## src/rtl/rv32i_pkg.sv

```systemverilog
// rv32i_pkg: shared RV32I constants and the fetch-queue entry type
package rv32i_pkg;
  localparam int XLEN = 32;
  localparam logic [XLEN-1:0] RV32I_NOP = 32'h0000_0013;
  localparam logic [XLEN-1:0] RESET_PC_DEFAULT = 32'h0000_0000;
  typedef struct packed {
    logic [XLEN-1:0] pc;
    logic [XLEN-1:0] inst;
  } fetch_entry_t;
endpackage

```

## src/rtl/ifq_fifo.sv

```systemverilog
// ifq_fifo: synchronous FIFO with flush, full/empty flags and occupancy
// Ports: clk, reset (sync, active-high), flush clears contents, push/din write,
// pop/dout read the head, full/empty flags, count = occupancy.
module ifq_fifo #(
  parameter int W     = 32,
  parameter int DEPTH = 4
) (
  input  logic                       clk,
  input  logic                       reset,
  input  logic                       flush,
  input  logic                       push,
  input  logic [W-1:0]               din,
  input  logic                       pop,
  output logic [W-1:0]               dout,
  output logic                       full,
  output logic                       empty,
  output logic [$clog2(DEPTH+1)-1:0] count
);
  localparam int AW = $clog2(DEPTH);
  localparam int CW = $clog2(DEPTH+1);
  logic [W-1:0] mem_q [DEPTH];
  logic [AW-1:0] rd_q, rd_d, wr_q, wr_d;
  logic [CW-1:0] cnt_q, cnt_d;
  logic do_push, do_pop;
  assign full    = cnt_q == CW'(DEPTH);
  assign empty   = cnt_q == '0;
  assign count   = cnt_q;
  assign dout    = mem_q[rd_q];
  assign do_pop  = pop && !empty;
  // a push into a full FIFO is accepted only when the head leaves in the same cycle
  assign do_push = push && (!full || do_pop);
  assign rd_d    = flush ? '0 : rd_q + AW'(do_pop);
  assign wr_d    = flush ? '0 : wr_q + AW'(do_push);
  assign cnt_d   = flush ? '0 : cnt_q + CW'(do_push) - CW'(do_pop);
  always_ff @(posedge clk) begin
    if (reset) begin
      rd_q  <= '0;
      wr_q  <= '0;
      cnt_q <= '0;
    end else begin
      rd_q  <= rd_d;
      wr_q  <= wr_d;
      cnt_q <= cnt_d;
    end
  end
  always_ff @(posedge clk)
    if (do_push && !flush) mem_q[wr_q] <= din;
  always_ff @(posedge clk)
    if (!reset) assert (flush || !(push && full && !pop));
endmodule

```

## src/rtl/rv32i_ifetch_queue.sv

```systemverilog
// rv32i_ifetch_queue: sequential instruction fetch with latency-tolerant response queue
// Ports: clk, reset (sync, active-high); redirect/redirect_pc restart fetch;
// imem_req_valid/imem_req_ready/imem_addr issue requests; imem_rsp_valid/imem_rsp_data
// return in-order responses; if_valid/if_ready/if_inst/if_pc hand instructions to the core.
module rv32i_ifetch_queue import rv32i_pkg::*; #(
  parameter int               DEPTH    = 4,
  parameter logic [XLEN-1:0]  RESET_PC = RESET_PC_DEFAULT
) (
  input  logic            clk,
  input  logic            reset,
  input  logic            redirect,
  input  logic [XLEN-1:0] redirect_pc,
  output logic            imem_req_valid,
  input  logic            imem_req_ready,
  output logic [XLEN-1:0] imem_addr,
  input  logic            imem_rsp_valid,
  input  logic [XLEN-1:0] imem_rsp_data,
  output logic            if_valid,
  input  logic            if_ready,
  output logic [XLEN-1:0] if_inst,
  output logic [XLEN-1:0] if_pc
);
  localparam int CW = $clog2(DEPTH+1);
  logic [XLEN-1:0] fetch_pc_q, fetch_pc_d, tag_pc;
  logic [CW-1:0] live_q, live_d, drop_q, drop_d, occ, tag_cnt;
  logic accept, data_push, data_pop, data_empty, data_full, tag_empty, tag_full;
  fetch_entry_t head, push_entry;
  // credits: live responses need FIFO room, and the tag queue bounds all outstanding requests
  assign imem_req_valid = !reset && !redirect
                          && ((CW+1)'(live_q) + (CW+1)'(occ) < (CW+1)'(DEPTH))
                          && ((CW+1)'(live_q) + (CW+1)'(drop_q) < (CW+1)'(DEPTH));
  assign imem_addr  = fetch_pc_q & ~32'd3;
  assign accept     = imem_req_valid && imem_req_ready;
  assign data_push  = imem_rsp_valid && drop_q == '0 && !redirect;
  assign if_valid   = !reset && !data_empty && !redirect;
  assign data_pop   = if_valid && if_ready;
  assign if_inst    = data_empty ? RV32I_NOP : head.inst;
  assign if_pc      = data_empty ? '0 : head.pc;
  assign push_entry = '{pc: tag_pc, inst: imem_rsp_data};
  assign fetch_pc_d = redirect ? (redirect_pc & ~32'd3) : fetch_pc_q + (accept ? 32'd4 : 32'd0);
  assign live_d     = redirect ? '0 : live_q + CW'(accept) - CW'(data_push);
  // on redirect every live response becomes owed-for-dropping, less one that lands this cycle
  assign drop_d     = redirect ? drop_q + live_q - CW'(imem_rsp_valid)
                               : drop_q - CW'(imem_rsp_valid && drop_q != '0);
  always_ff @(posedge clk) begin
    if (reset) begin
      fetch_pc_q <= RESET_PC;
      live_q     <= '0;
      drop_q     <= '0;
    end else begin
      fetch_pc_q <= fetch_pc_d;
      live_q     <= live_d;
      drop_q     <= drop_d;
    end
  end
  ifq_fifo #(.W($bits(fetch_entry_t)), .DEPTH(DEPTH)) u_data (
    .clk(clk), .reset(reset), .flush(redirect), .push(data_push), .din(push_entry),
    .pop(data_pop), .dout(head), .full(data_full), .empty(data_empty), .count(occ)
  );
  // every queued tag belongs to an accepted request still owed a response, so a
  // redirect never clears this queue; stale tags are popped as their responses drop
  ifq_fifo #(.W(XLEN), .DEPTH(DEPTH)) u_tag (
    .clk(clk), .reset(reset), .flush(1'b0), .push(accept), .din(imem_addr),
    .pop(imem_rsp_valid), .dout(tag_pc), .full(tag_full), .empty(tag_empty), .count(tag_cnt)
  );
  always_ff @(posedge clk) begin
    if (!reset) begin
      assert (tag_cnt == live_q + drop_q);
      assert (!(imem_rsp_valid && tag_empty));
      assert (!(accept && tag_full));
      assert (!(data_push && data_full && !data_pop));
    end
  end
endmodule

```

## config.mk

```make
export PLATFORM = sky130hd
export DESIGN_NAME = rv32i_ifetch_queue
export DESIGN_NICKNAME = d
export VERILOG_FILES = /design/src/rtl/rv32i_pkg.sv /design/src/rtl/ifq_fifo.sv /design/src/rtl/rv32i_ifetch_queue.sv
export SDC_FILE = /design/constraint.sdc
export NUM_CORES = 1
export LEC_CHECK = 0
export ABC_AREA = 1
export CAP_MARGIN = 20
export CORE_ASPECT_RATIO = 2
export CORE_MARGIN = 1.5
export CORE_UTILIZATION = 55
export DETAILED_ROUTE_END_ITERATION = 6
export DONT_BUFFER_PORTS = 1
export GPL_TIMING_DRIVEN = 1
export PLACE_DENSITY = 0.66
export SETUP_SLACK_MARGIN = 0.3
export SLEW_MARGIN = 30
export SYNTH_ARGS = -nofsm -noshare
export SYNTH_HDL_FRONTEND = slang
export SYNTH_HIERARCHICAL = 1
export SYNTH_SLANG_ARGS = --single-unit
export TNS_END_PERCENT = 100
```

## constraint.sdc

```tcl
create_clock -name clk -period 14.9 [get_ports clk]
set_input_delay 2.98 -clock clk [delete_from_list [all_inputs] [get_ports clk]]
set_output_delay 2.98 -clock clk [all_outputs]
set_load 0.01 [all_outputs]
```

# [Word level (Yosys, flattened, before mapping)]
# Memory sizes are Yosys's and may differ from the RTL's. A register that Yosys moved wholly into a read port is not among the register bits.
# Index checks and enable logic that the tools add are counted.
[op_classes] n_mux=11 eq_ne=2 addsub=16 order_cmp=2 reduce_logical=28
[ops] op="$mux W32" count=3
[ops] op="$add A32 B3 Y32" count=1
[ops] op="$logic_and A1 B1 Y1" count=15
[ops] op="$sub A3 B1 Y3" count=5
[ops] op="$add A3 B1 Y3" count=3
[ops] op="$logic_not A3 Y1" count=3
[ops] op="$add A2 B1 Y2" count=4
[ops] op="$add A3 B3 Y4" count=2
[ops] op="$lt A4 B3 Y1 const B" count=2
[ops] op="$eq A3 B3 Y1 const B" count=2
[ops] op="$logic_not A1 Y1" count=6
[ops] op="$mux W3" count=2
[ops] op="$mux W1" count=4
[ops] op="$mux W2" count=2
[ops] op="$add A3 B3 Y3" count=1
[ops] op="$reduce_bool A3 Y1" count=1
[ops] op="$logic_or A1 B1 Y1" count=2
[ops] op="$reduce_or A2 Y1" count=1
[word_totals] input_bits=70 regBits=52 mem_bits_rw=376 mem_count=2
[memory_table] memory="u_data.mem_q" depth=4 width=64 rd=1 rd_ports_with_merged_regs=1 write_ports=1 line="ifq_fifo.sv:21" text="logic [W-1:0] mem_q [DEPTH];"
[memory_table] memory="u_tag.mem_q" depth=4 width=30 rd=1 rd_ports_with_merged_regs=1 write_ports=1 line="ifq_fifo.sv:21"

# [Depth between registers and ports, before layout]
[depth] word_depth=11 mapped_depth=18 mapped_depth_nobuf=18

# [Hierarchy]
# Netlist, hierarchy kept.
[modules_own_cells] module="ifq_fifo at u_data" instances=1 area_per_inst_um2=10388.7 cells_each=805
[modules_own_cells] module="ifq_fifo at u_tag" instances=1 area_per_inst_um2=5466.5 cells_each=432
[modules_own_cells] module="rv32i_ifetch_queue" instances=1 area_per_inst_um2=3051.7 cells_each=553

# [Least setup slack after synthesis]
# Ideal clock, no wire load.
[synth_timing] kind="input -> register" startpoint="input port redirect" endpoint="memory u_data/mem_q[0][0] (netlist name) (enable)" setup_time_ns=0.487 arrival_time_ns=6.757 stages=9 path_slack_ns=7.657 path_cell_list="buf_2 > clkinv_1 > nand2_1 > buf_2 > nor3b_1 > inv_1 > nand3_1 > nand3_1 > nor2_1"
[synth_between] elab_chain_len=9
[synth_lines] element="start: declaration" line="rv32i_ifetch_queue.sv:11" text="input logic redirect,"
[synth_lines] element="$logic_not A1 Y1" line="rv32i_ifetch_queue.sv:35" text="assign if_valid = !reset && !data_empty && !redirect;"
[synth_lines] element="$logic_and A1 B1 Y1" line="rv32i_ifetch_queue.sv:35"
[synth_lines] element="$logic_and A1 B1 Y1" line="rv32i_ifetch_queue.sv:36" text="assign data_pop = if_valid && if_ready;"
[synth_lines] element="net data_pop" line="rv32i_ifetch_queue.sv:26" text="logic accept, data_push, data_pop, data_empty, data_full, tag_empty, tag_full;"
[synth_lines] element="$logic_and A1 B1 Y1" line="ifq_fifo.sv:29" text="assign do_pop = pop && !empty;"
[synth_lines] element="$logic_or A1 B1 Y1" line="ifq_fifo.sv:31" text="assign do_push = push && (!full || do_pop);"
[synth_lines] element="$logic_and A1 B1 Y1" line="ifq_fifo.sv:31"
[synth_lines] element="$logic_and A1 B1 Y1" line="ifq_fifo.sv:47" text="if (do_push && !flush) mem_q[wr_q] <= din;"
[synth_lines] element="$mux W1" line="ifq_fifo.sv:47"
[synth_lines] element="$mux W1 (not written as such)" line="ifq_fifo.sv:47"
[synth_lines] element="end: declaration" line="ifq_fifo.sv:21"
# The timed path passes the listed nets, and every way through them passes these cells.

# [Worst setup path after layout]
[layout_timing] startpoint="input port redirect" endpoint="output port imem_req_valid"
[layout_between] elab_chain_len=4
[layout_lines] element="$logic_not A1 Y1" line="rv32i_ifetch_queue.sv:29" text="assign imem_req_valid = !reset && !redirect"
[layout_lines] element="$logic_and A1 B1 Y1" line="rv32i_ifetch_queue.sv:29"
[layout_lines] element="$logic_and A1 B1 Y1" line="rv32i_ifetch_queue.sv:30" text="&& ((CW+1)'(live_q) + (CW+1)'(occ) < (CW+1)'(DEPTH))"
[layout_lines] element="$logic_and A1 B1 Y1" line="rv32i_ifetch_queue.sv:31" text="&& ((CW+1)'(live_q) + (CW+1)'(drop_q) < (CW+1)'(DEPTH));"
[layout_lines] element="end: declaration" line="rv32i_ifetch_queue.sv:13" text="output logic imem_req_valid,"
# Every way passes these cells.

==> out/metrics.yaml <==
min_path_type: "flop to flop"
cp.arrival_ps: 4290
rr_endpoint: "u_data/mem_q[0][1]$_DFFE_PP_"
tightest_slew_ps: 940
cts_buffers: 37
synth_warnings: 6
post_cts_buffers: 0
rsz0062_at_grt: "false"
path_clk_slew_ps: 60
cts_tree: "done"
gr-usage-all-layers_pct: 19.8
antenna_found_initial: 0
cts.sinks: 434
tns_ps: 0
synthToLayoutAreaGrowth_pct: 8.41
ant_nets: 0
hp-start: "u_data/wr_q[1]$_SDFF_PP0_"
critPathSlowestCell: "buf_4"
cts_buffer_depth: 3
finalPower_mw: 2.39
fin_skew_ps: 20.1
dieWidth_um: 134
p_leak_nw: 7.95
worstPathRequired_ps: 11920
insertion_delay_ps: 540
num_io_pins: 168
power.density_nw_per_um2: 117
fin_area_um2: 20500
syn-cell-area_um2: 18900
gp_congestion: 0.843
layout_commonest_cell: "edfxtp_1"
cpMostUsedCell: "buf_4"
cts_resized: 0
drtPass1Iterations: 5
vias_per_cell: 5.14
dpl_cell_area_um2: 19300
grt_max_degree: 137
slew_headroom_pct: 37.3
crit_chain: "clkinv_1 -> buf_4 -> nand2_1 -> buf_4 -> nor3_1 -> nand3_1 -> inv_1"
maxCapViolCount: 0
drt_iter0_drc: 535
r2r_setup_slack_ps: 11740
hold_buffers: 0
rows: 95
critPathMaxStageDelay_ps: 370
synth.avg_cell_area_um2: 10.6
portBuffers: 0
hold_violations: 0
seq_area_um2: 12500
critPathCaptureType: "output pin"
nets: 1865
grt_pass1_wl_um: 54700
dp_hpwl_um: 21600
clockRootBuffer: "clkbuf_16"
ir_worst_vdd_uv: 87.4
slew_viol_final: 0
setup.worst_path.start_class: "input pin"
die_h_um: 265
holdPathStages: 2
core_um2: 33800
setup_viol: 0
h-tree-depth: 2
critical_path_buf_inv_count: 4
hold-path-endpoint: "u_data/wr_q[1]$_SDFF_PP0_"
insertedDiodeCount: 0
critical_path_class: "input pin to output pin"
die-area_um2: 35500
rr_worst_depth: 10
postSynthCellCount: 1787
layout_common_cells: "edfxtp_1 (384), nand2_1 (351), inv_1 (349)"
final.fill_count: 2686
status: "completed"
min_period_over_period_pct: 48.8
drc: 0
fin_crit_ps: 7270
max_freq_mhz: 138
gr-total-overflow: 0
grt_pass1_vias: 11100
multi_input_area_um2: 4660
start_util_pct: 56.0
crit_family: "buffers and inverters"
r2r_start: "u_data/count[1]$_SDFF_PP0_"
wire_per_inst_um: 15.6
routed_wl_um: 34800
vias: 11500
worstPathMaxFanout: 42
drive_above_1_share_pct: 5.67
==> power by group <==
part,internal (mW),total (mW),switching [mW],leakage [nW]
Sequential,1.34,1.37,0.0261,3.89
Combinational,0.0293,0.0880,0.0587,3.48
Clock,0.528,0.931,0.403,0.581
==> worst max-delay path by stage <==
stage	startpoint	endpoint	slack, ps	depth (start not counted)
final	redirect	imem_req_valid	7630	7
after global routing	redirect	imem_req_valid	7480	7
after CTS	redirect	imem_req_valid	7610	7
after detailed placement	redirect	imem_req_valid	7620	7
after global placement	redirect	imem_req_valid	7620	7
after floorplan	redirect	u_data/mem_q[0][0]$_DFFE_PP_	7660	9
==> routing by layer <==
metal | routed length (um) | track usage (%) | up-vias | part of all wire (%)
met3 | 1610 | 3.83 | 75 | 4.6
met4 | 1460 | 9.65 | 0 | 4.2
li1 | - | - | 5809 | -
met5 | 0 | 0 | - | 0
met1 | 13000 | 20.5 | 5364 | 37
met2 | 18700 | 37.7 | 232 | 54
==> state kept, by name, indices dropped and copies added, names as in the netlist, 3 cells and up <==
register,count
u_data/count,3
drop_q,3
u_tag/mem_q,128
u_tag/count,3
fetch_pc_q,30
u_data/mem_q,256
live_q,3
==> metrics by stage <==
step	worst slack [ps]	utilization, %	std cells	hold slack [ps]
5_1_grt	7480	60.7	2235	592
3_5_place_dp	7620	57.2	2169	549
2_1_floorplan	7660	-	1798	518
3_3_place_gp	7620	56.8	2165	535
6_report	7630	60.7	2235	559
4_1_cts	7610	60.7	2235	560
==> worst reg2reg max path: stages, from the launching register on <==
cell	delay [ps]
dfxtp_1	410
nor2_1	100
nand2_1	120
inv_2	40
buf_4	290
nor3b_1	490
inv_1	80
nand3_1	110
nand3_1	310
nor2_4	190
buf_6	580
==> cell type report <==
| class | count | area share [%] |
|---|---|---|
| clock buffers | 48 | 5.08 |
| clock inverters | 18 | 0.690 |
| inverters | 351 | 6.43 |
| multi-input cells | 931 | 22.8 |
| flip-flops and latches | 434 | 61.2 |
| well taps | 436 | 2.66 |
| repair buffers | 17 | 1.14 |
Note: power is estimated with default switching activity, not from simulation.
